`src/rtl/uart_pkg.sv`:
```
// Shared UART definitions: byte/word geometry, packer FSM states, keep-mask helper.
// Latency: n/a (declarations only).
// Backpressure: n/a.
package uart_pkg;

    localparam int BYTE_W         = 8;
    localparam int WORD_W         = 32;
    localparam int BYTES_PER_WORD = 4;

    typedef enum logic [1:0] {
        EMPTY,
        FILL,
        FLUSH
    } rx_state_t;

    // Keep mask covering the low n bytes of a word (n = 1..3 for partials).
    function automatic logic [BYTES_PER_WORD-1:0] keep_mask(input logic [1:0] n);
        return (4'b0001 << n) - 4'b0001;
    endfunction

endpackage

```
`src/rtl/uart_idle_timer.sv`:
```
// Idle counter: clear/enable counter with a terminal-count strobe at TIMEOUT_CYCLES-1.
// Latency: tc is combinational from the count register; count updates each clock.
// Backpressure: none; the counter holds at terminal count until cleared.
//
// Ports: clk, rst_n (async active-low), clr (sync clear, wins over en),
//        en (count enable), tc (count == TIMEOUT_CYCLES-1).
module uart_idle_timer #(
    parameter int TIMEOUT_CYCLES = 1000
) (
    input  logic clk,
    input  logic rst_n,
    input  logic clr,
    input  logic en,
    output logic tc
);

    localparam int CW = $clog2(TIMEOUT_CYCLES);

    logic [CW-1:0] idle_cnt;

    assign tc = (idle_cnt == CW'(TIMEOUT_CYCLES - 1));

    always_ff @(posedge clk or negedge rst_n) begin
        if (!rst_n) begin
            idle_cnt <= '0;
        end else if (clr) begin
            idle_cnt <= '0;
        end else if (en && !tc) begin
            idle_cnt <= idle_cnt + 1'b1;
        end
    end

endmodule

```
`src/rtl/uart_rx_packer.sv`:
```
// Packs received UART bytes into 32-bit little-endian words; partials flush on idle timeout or request.
// Latency: word valid one cycle after its 4th byte or after the flush decision (slot free).
// Backpressure: in_rdy drops only with 3 bytes held and the output stalled, or while a flush waits for the slot.
//
// Ports: clk, rst_n (async active-low); in_vld/in_data/in_rdy byte side;
//        flush (pulse, emits pending partial); out_vld/out_data/out_keep/out_rdy word side.
module uart_rx_packer
    import uart_pkg::*;
#(
    parameter int TIMEOUT_CYCLES = 1000
) (
    input  logic                      clk,
    input  logic                      rst_n,
    input  logic                      in_vld,
    input  logic [BYTE_W-1:0]         in_data,
    output logic                      in_rdy,
    input  logic                      flush,
    output logic                      out_vld,
    output logic [WORD_W-1:0]         out_data,
    output logic [BYTES_PER_WORD-1:0] out_keep,
    input  logic                      out_rdy
);

    rx_state_t                state, state_nxt;
    logic [23:0]              acc, acc_nxt;
    logic [1:0]               cnt, cnt_nxt;
    logic                     slot_free;
    logic                     accept;
    logic                     tmr_clr, tmr_en, tmr_tc;
    logic                     load;
    logic [WORD_W-1:0]        load_data;
    logic [BYTES_PER_WORD-1:0] load_keep;

    assign slot_free = !out_vld || out_rdy;

    uart_idle_timer #(
        .TIMEOUT_CYCLES(TIMEOUT_CYCLES)
    ) u_idle_timer (
        .clk  (clk),
        .rst_n(rst_n),
        .clr  (tmr_clr),
        .en   (tmr_en),
        .tc   (tmr_tc)
    );

    always_comb begin
        state_nxt = state;
        acc_nxt   = acc;
        cnt_nxt   = cnt;
        in_rdy    = 1'b0;
        accept    = 1'b0;
        load      = 1'b0;
        load_data = '0;
        load_keep = '0;

        case (state)
            EMPTY: begin
                in_rdy = 1'b1;
                if (in_vld) begin
                    accept    = 1'b1;
                    acc_nxt   = {16'h0000, in_data};
                    cnt_nxt   = 2'd1;
                    state_nxt = FILL;
                end
            end
            FILL: begin
                in_rdy = !((cnt == 2'd3) && !slot_free);
                accept = in_vld && in_rdy;
                // An accepted byte always beats a coincident timeout or flush.
                if (accept) begin
                    if (cnt == 2'd3) begin
                        load      = 1'b1;
                        load_data = {in_data, acc};
                        load_keep = 4'hF;
                        acc_nxt   = '0;
                        cnt_nxt   = 2'd0;
                        state_nxt = EMPTY;
                    end else begin
                        acc_nxt[{cnt, 3'b000} +: 8] = in_data;
                        cnt_nxt = cnt + 2'd1;
                    end
                end else if (flush || tmr_tc) begin
                    if (slot_free) begin
                        load      = 1'b1;
                        load_data = {8'h00, acc};
                        load_keep = keep_mask(cnt);
                        acc_nxt   = '0;
                        cnt_nxt   = 2'd0;
                        state_nxt = EMPTY;
                    end else begin
                        state_nxt = FLUSH;
                    end
                end
            end
            FLUSH: begin
                if (slot_free) begin
                    load      = 1'b1;
                    load_data = {8'h00, acc};
                    load_keep = keep_mask(cnt);
                    acc_nxt   = '0;
                    cnt_nxt   = 2'd0;
                    state_nxt = EMPTY;
                end
            end
            default: begin
                acc_nxt   = '0;
                cnt_nxt   = 2'd0;
                state_nxt = EMPTY;
            end
        endcase

        // Idle time only accrues while a partial word sits in FILL.
        tmr_clr = (state != FILL) || accept;
        tmr_en  = (state == FILL);
    end

    always_ff @(posedge clk or negedge rst_n) begin
        if (!rst_n) begin
            state <= EMPTY;
            acc   <= '0;
            cnt   <= 2'd0;
        end else begin
            state <= state_nxt;
            acc   <= acc_nxt;
            cnt   <= cnt_nxt;
        end
    end

    // One-entry output register; a load in the same cycle as out_rdy gives zero bubble.
    always_ff @(posedge clk or negedge rst_n) begin
        if (!rst_n) begin
            out_vld  <= 1'b0;
            out_data <= '0;
            out_keep <= '0;
        end else if (load) begin
            out_vld  <= 1'b1;
            out_data <= load_data;
            out_keep <= load_keep;
        end else if (out_rdy) begin
            out_vld  <= 1'b0;
        end
    end

endmodule

```
`config.mk`:
```
export PLATFORM = sky130hd
export DESIGN_NAME = uart_rx_packer
export DESIGN_NICKNAME = d
export VERILOG_FILES = /design/src/rtl/uart_pkg.sv /design/src/rtl/uart_idle_timer.sv /design/src/rtl/uart_rx_packer.sv
export SDC_FILE = /design/constraint.sdc
export NUM_CORES = 1
export LEC_CHECK = 0
export BUFFER_PORTS_ARGS = -buffer_cell sky130_fd_sc_hd__buf_2
export CORE_ASPECT_RATIO = 0.9
export CORE_UTILIZATION = 51
export DETAILED_ROUTE_END_ITERATION = 7
export PLACE_DENSITY = 0.84
export REMOVE_ABC_BUFFERS = 1
export SYNTH_ARGS = -nofsm -noshare
export SYNTH_HDL_FRONTEND = slang
export SYNTH_SLANG_ARGS = --single-unit
export TNS_END_PERCENT = 50
```
`constraint.sdc`:
```
create_clock -name clk -period 2.3 [get_ports clk]
set_input_delay 0.115 -clock clk [delete_from_list [all_inputs] [get_ports clk]]
set_output_delay 0.115 -clock clk [all_outputs]
set_load 0.05 [all_outputs]
```
==> out/results.tsv, run 1 <==
metric	value	unit
run status	finished clean	
Leakage Power	2.24	nW
Port Buffers	50	
Yosys cell types	43	
Worst Hold Class	input pin to register	
total number of vias	2507	
io pins	51	
Post-Layout Inst Area	0.00425	mm²
Top FF cell, synth	dfrtp_1	
Sink Count	75	
critical path's slowest cell	or4_4	
CP Max Fanout	18	
CP Capture Type	register	
Reg clk slew, reported paths	90	ps
GRT Total Usage	0.238	
Pins Over Slew Limit	0	
Synth warnings	0	
CP delay by family, top	simple AND/OR/NAND/NOR gates	
Pre-antenna DRT Iters	4	
DRT iter0 DRCs	147	
CTS tree	done	
nets	385	
Synth top area share	0.539	
Slew HR	0.620	
WS Path Type	register to register	
share of cells above drive strength 1	0.332	
Synth Cell Area	0.00348	mm²
CP required	2540	ps
GPL Wtd Cong	0.930	
Detailed Place HPWL	5060	µm
Die ar.	0.00716	mm²
gr ovfl total	0	
Tmin final	2160	ps
Seq/Total Area, Yosys	0.539	
first-pass GRT wire length	12500	µm
async set or reset register ratio after synthesis	1.00	
htree depth	3	
power per cell area	1230	mW/mm²
Clock Path Buffers	2	
vias per inst	5.51	
# DRC	0	
CP Cell Sequence	inv_1 > ha_1 > a21oi_1 > or4_4 > buf_16 > mux2_4	
clock skew	12.6	ps
WL final	7650	µm
worst skew pair latency	360	ps
final period utilization	0.941	
WL per Instance	16.8	µm
setup_tns	0	ps
largest net degree at the start of global routing	36	
Worst-Margin Slew	570	ps
Yosys reg bits	75	
Post-synth EDFFs	0	
max_cap viols	0	
largest area contributor in the netlist	dfrtp_1	
core area	0.00659	mm²
initial antenna violation count	0	
CP arrival	2410	ps
Buffers & Inverters on Critical Path	2	
number of hold violations in the final report	0	
Area growth syn-to-layout	22.0	%
Layout fillers	528	
fmax	0.462	GHz
dpl cell area	0.00397	mm²
synth top area cells	dfrtp_1 (54%), mux2_4 (9.1%), a22o_1 (5.8%)	
Worst VDD drop	0.803	mV
die height	80.4	µm
post-route ant nets	0	
Syn Area/Cell	12.3	µm²
row count	28	
Root Driver	clkbuf_8	
Max stage delay on crit path	570	ps
final setup fails	0	
number of global-route vias before repair	2440	
Initial Utilization	0.528	
unrepaired setup endpoints after global routing	no	
gate count after technology mapping	282	
Num CTS Buffers	9	
chip width	89.1	µm
pre-CTS setup slack	-37.1	ps
CP Launch Type	register	
final worst slack	136	ps
ant diodes	0	
==> registers in the layout (all words and copies together) (netlist names) <==
register / cells
out_data: 32
acc: 24
u_idle_timer.idle_cnt: 10
out_keep: 4
cnt: 2
state: 2
out_vld: 1
==> synth_stat cells, types with 4 or more instances <==
cell type and count:
mux2i_1 10, a21oi_1 4, inv_1 17, mux2_4 21, nor2_1 18, dfrtp_1 75
ha_1 12, buf_6 5, xor2_1 6, nor3_1 5, o21ai_0 5, nand2_1 24
nand4_1 4, a22o_1 23, mux2_1 6, nand3_1 4
==> final cells by class <==
cell class | count | area (µm²) | area share
flip-flops and latches | 75 | 1880 | 0.442
multi-input cells | 180 | 1490 | 0.350
repair buffers | 77 | 518 | 0.122
clock buffers | 9 | 124 | 0.0292
well taps | 90 | 113 | 0.0265
clock inverters | 7 | 65.1 | 0.0153
inverters | 17 | 63.8 | 0.0150
==> metal layers <==
layer,share of wire,global-route usage,vias to the layer above,wire length (µm)
li1,-,-,1174,-
met1,0.44,0.324,1233,3370
met2,0.49,0.370,92,3770
met3,0.055,0.0586,8,421
met4,0.012,0.0825,0,90
met5,0,0,-,0
==> logic make-up (layout without fill, tap and decap cells) <==
family / after synthesis / count (layout) / share of synthesized area
flops: 75 / 75 / 0.539
simple gates: 75 / 75 / 0.107
compound gates: 48 / 48 / 0.111
mux: 37 / 37 / 0.139
buf+inv: 27 / 110 / 0.0403
fa+ha+maj: 12 / 12 / 0.0431
xor+xnor: 8 / 8 / 0.0201
==> power breakdown <==
group | switching, mW | internal (mW) | total [mW] | leakage [nW]
Combinational | 1.58 | 0.859 | 2.44 | 1.13
Clock | 0.547 | 0.419 | 0.966 | 0.0947
Sequential | 0.207 | 1.63 | 1.84 | 1.02
Total | 2.33 | 2.91 | 5.24 | 2.24
==> worst paths after layout <==
path	startpoint	end	slack, ps	cells after the start
max	state[0]$_DFFE_PN0P_	out_data[9]$_DFFE_PN0P_	140	6
min	in_data[2]	acc[18]$_DFFE_PN0P_	50	2
max reg2reg	state[0]$_DFFE_PN0P_	out_data[9]$_DFFE_PN0P_	140	6
min reg2reg	acc[2]$_DFFE_PN0P_	out_data[2]$_DFFE_PN0P_	490	1
max in group asynchronous	rst_n	out_data[6]$_DFFE_PN0P_	1370	3
min in group asynchronous	rst_n	u_idle_timer.idle_cnt[2]$_DFFE_PN0P_	280	2
==> through the flow <==
| stage | util | power, mW | instances | hold slack [ps] |
|---|---|---|---|---|
| 4_1_cts | 0.640 | 5.22 | 454 | 26.2 |
| 2_1_floorplan | - | 3.51 | 272 | -181 |
| 5_1_grt | 0.645 | 5.52 | 455 | 45.5 |
| 3_5_place_dp | 0.602 | 4.18 | 435 | 139 |
| 3_3_place_gp | 0.602 | 4.14 | 435 | 137 |
| 6_report | 0.645 | 5.24 | 455 | 47.7 |
==> placed cells by master, fill, tap and decap left out, types with 9 or more instances in the layout <==
master    count
nor2_1       18
buf_4        22
mux2_4       21
inv_1        17
buf_2        50
clkbuf_8      9
nand2_1      24
ha_1         12
mux2i_1      10
dfrtp_1      75
a22o_1       23
==> repair_timing <==
action,in CTS,in global routing
setup buffers,1,0
endpoints found under the hold margin,23,0
pin swaps,1,2
endpoints found under the setup margin,20,23
cloned,1,1
resized for setup,4,1
hold buffers,1,0
Note: power is estimated with default switching activity, not from simulation.
==> run 2: changes to the inputs <==
--- a/config.mk
+++ b/config.mk
@@ -6,7 +6,7 @@
 export NUM_CORES = 1
 export LEC_CHECK = 0
 export BUFFER_PORTS_ARGS = -buffer_cell sky130_fd_sc_hd__buf_2
-export CORE_ASPECT_RATIO = 0.9
+export CORE_ASPECT_RATIO = 1.75
 export CORE_UTILIZATION = 51
 export DETAILED_ROUTE_END_ITERATION = 7
 export PLACE_DENSITY = 0.84
==> run 2 against run 1 <==
  * The flow now finishes with violations (setup timing)
  * First-iteration DRC count grew 34%
  * Total power grew 14%
  * Clock power grew 48%
  * Critical endpoint is now out_data[4]$_DFFE_PN0P_
  * Sequential share of layout area shrank 2.1 points
  * Die area grew 0.17%
  * Largest cell class unchanged
==> out/results.tsv, run 2 (same netlist as run 1, synthesis figures left out) <==
metric	value	unit
fmax	0.432	GHz
Met2 Routed Length	4860	µm
CP Capture Type	register	
Slew HR	0.450	
Reg clk slew, reported paths	60	ps
Worst VDD drop	0.681	mV
WL per Instance	19.9	µm
length of routed met3 wiring	470	µm
largest reg by FF count	out_data	
run status	complete, but fails checks	
CP arrival	2540	ps
Num CTS Buffers	9	
worst setup path endpoint	out_data[4]$_DFFE_PN0P_	
Layout fillers	466	
unrepaired setup endpoints after global routing	yes	
flop2flop setup slack	-10	ps
Port Buffers	50	
GPL Wtd Cong	0.862	
Crit Reg-Reg Endpoint	out_data[4]$_DFFE_PN0P_	
nets	394	
failing checks	setup timing	
CP Max Fanout	7	
power per cell area	1340	mW/mm²
Top Metal Used	met4	
Clock Path Buffers	2	
Leakage Power	2.37	nW
worst r2r src	u_idle_timer.idle_cnt[1]$_DFFE_PN0P_	
total number of vias	2678	
first-pass GRT wire length	12900	µm
CP required	2520	ps
max_cap viols	0	
post-route ant nets	0	
Sink Count	75	
commonest cells after routing, fill and taps aside	dfrtp_1 (75), buf_2 (50), buf_4 (28)	
final core utilization	0.683	
pre-CTS setup slack	-32.1	ps
initial antenna violation count	0	
Die ar.	0.00717	mm²
WL final	9100	µm
most common cell after layout, fill and taps aside	dfrtp_1	
Pre-antenna DRT Iters	4	
WS Path Type	register to register	
io pins	51	
GRT Total Usage	0.237	
number of hold violations in the final report	0	
chip width	64.5	µm
Non-Filler Instances	456	
Worst-Margin Slew	826	ps
Pins Over Slew Limit	0	
DRT iter0 DRCs	197	
gr ovfl total	0	
CTS tree	done	
placed insts	425	
final worst slack	-14.3	ps
vias per inst	5.87	
share of cells above drive strength 1	0.369	
max reg flops	32	
clock skew	10.6	ps
htree depth	3	
ant diodes	0	
Tmin final	2310	ps
final period utilization	1.01	
Initial Utilization	0.532	
wl on met1	3430	µm
Area growth syn-to-layout	28.3	%
die height	111	µm
worst skew pair latency	340	ps
top flop regs	out_data (32), acc (24), u_idle_timer.idle_cnt (10)	
number of global-route vias before repair	2655	
final setup fails	14	
Worst Hold Class	input pin to register	
# DRC	0	
CP Launch Point	u_idle_timer.idle_cnt[1]$_DFFE_PN0P_	
row count	39	
Root Driver	clkbuf_16	
core area	0.00654	mm²
Detailed Place HPWL	5350	µm
setup_tns	-133	ps
CP Launch Type	register	
largest net degree at the start of global routing	37	
FF-to-FF path depth	7	
-- run 2: cell count changes in the layout (fill, tap and decap cells not counted), moves of 2 or more --
cell / previous run / this run
buf_4: 22 / 28
buf_6: 0 / 3
clkbuf_16: 1 / 12
clkbuf_8: 9 / 0
inv_8: 2 / 0
mux2_1: 6 / 0
mux2_4: 21 / 27
-- run 2: where the power goes --
group / leakage [nW] / switching (mW) / internal [mW]
Combinational: 1.21 / 1.71 / 0.989
Clock: 0.140 / 0.578 / 0.852
Sequential: 1.02 / 0.216 / 1.64
Total: 2.37 / 2.50 / 3.48
-- run 2: repair_timing --
item / 4_1_cts / 5_1_grt
resized for setup: 2 / 12
gates cloned: 0 / 6
endpoints found under the hold margin: 34 / 0
pin swaps: 0 / 4
setup endpoints to repair: 35 / 29
hold buffers: 1 / 0
setup buffers: 0 / 8
-- run 2: worst min-delay path by stage --
stage                           from                        to  slack (ps)  cells after the start
after floorplan                rst_n        acc[0]$_DFFE_PN0P_        -180                      0
after global placement         rst_n      state[0]$_DFFE_PN0P_         230                      1
after detailed placement       rst_n      state[0]$_DFFE_PN0P_         250                      1
after CTS                 in_data[3]       acc[11]$_DFFE_PN0P_          40                      2
after global routing      in_data[0]       acc[16]$_DFFE_PN0P_          60                      2
final                     in_data[1]  out_data[25]$_DFFE_PN0P_          50                      3
-- run 2: final cells by class --
type	instances	area, µm²	area share
clock inverters	6	71.3	0.0160
inverters	17	63.8	0.0143
repair buffers	86	599	0.134
flip-flops and latches	75	1880	0.420
well taps	82	103	0.0230
clock buffers	10	229	0.0513
multi-input cells	180	1520	0.341
-- run 2: critical path, cell delays in order, from the launching register on --
cell and delay [ps]:
dfrtp_1 390, ha_2 200, and2_4 140, and4_4 230, a2111oi_4 40, or4_4 670, clkbuf_16 220, mux2_4 290
-- run 2: per-stage QoR --
step           cell area (µm²)  power, mW  hold WS, ps
3_3_place_gp              3930       4.12          234
6_report                  4460       5.98         47.0
2_1_floorplan             3400       3.51         -181
5_1_grt                   4460       6.21         60.7
4_1_cts                   4250       5.66         36.4
3_5_place_dp              3930       4.20          254
-- run 2: per-layer routing --
layer | global-route usage | vias up
li1 | - | 1182
met1 | 0.276 | 1356
met2 | 0.393 | 111
met3 | 0.0597 | 29
met4 | 0.126 | 0
met5 | 0 | -
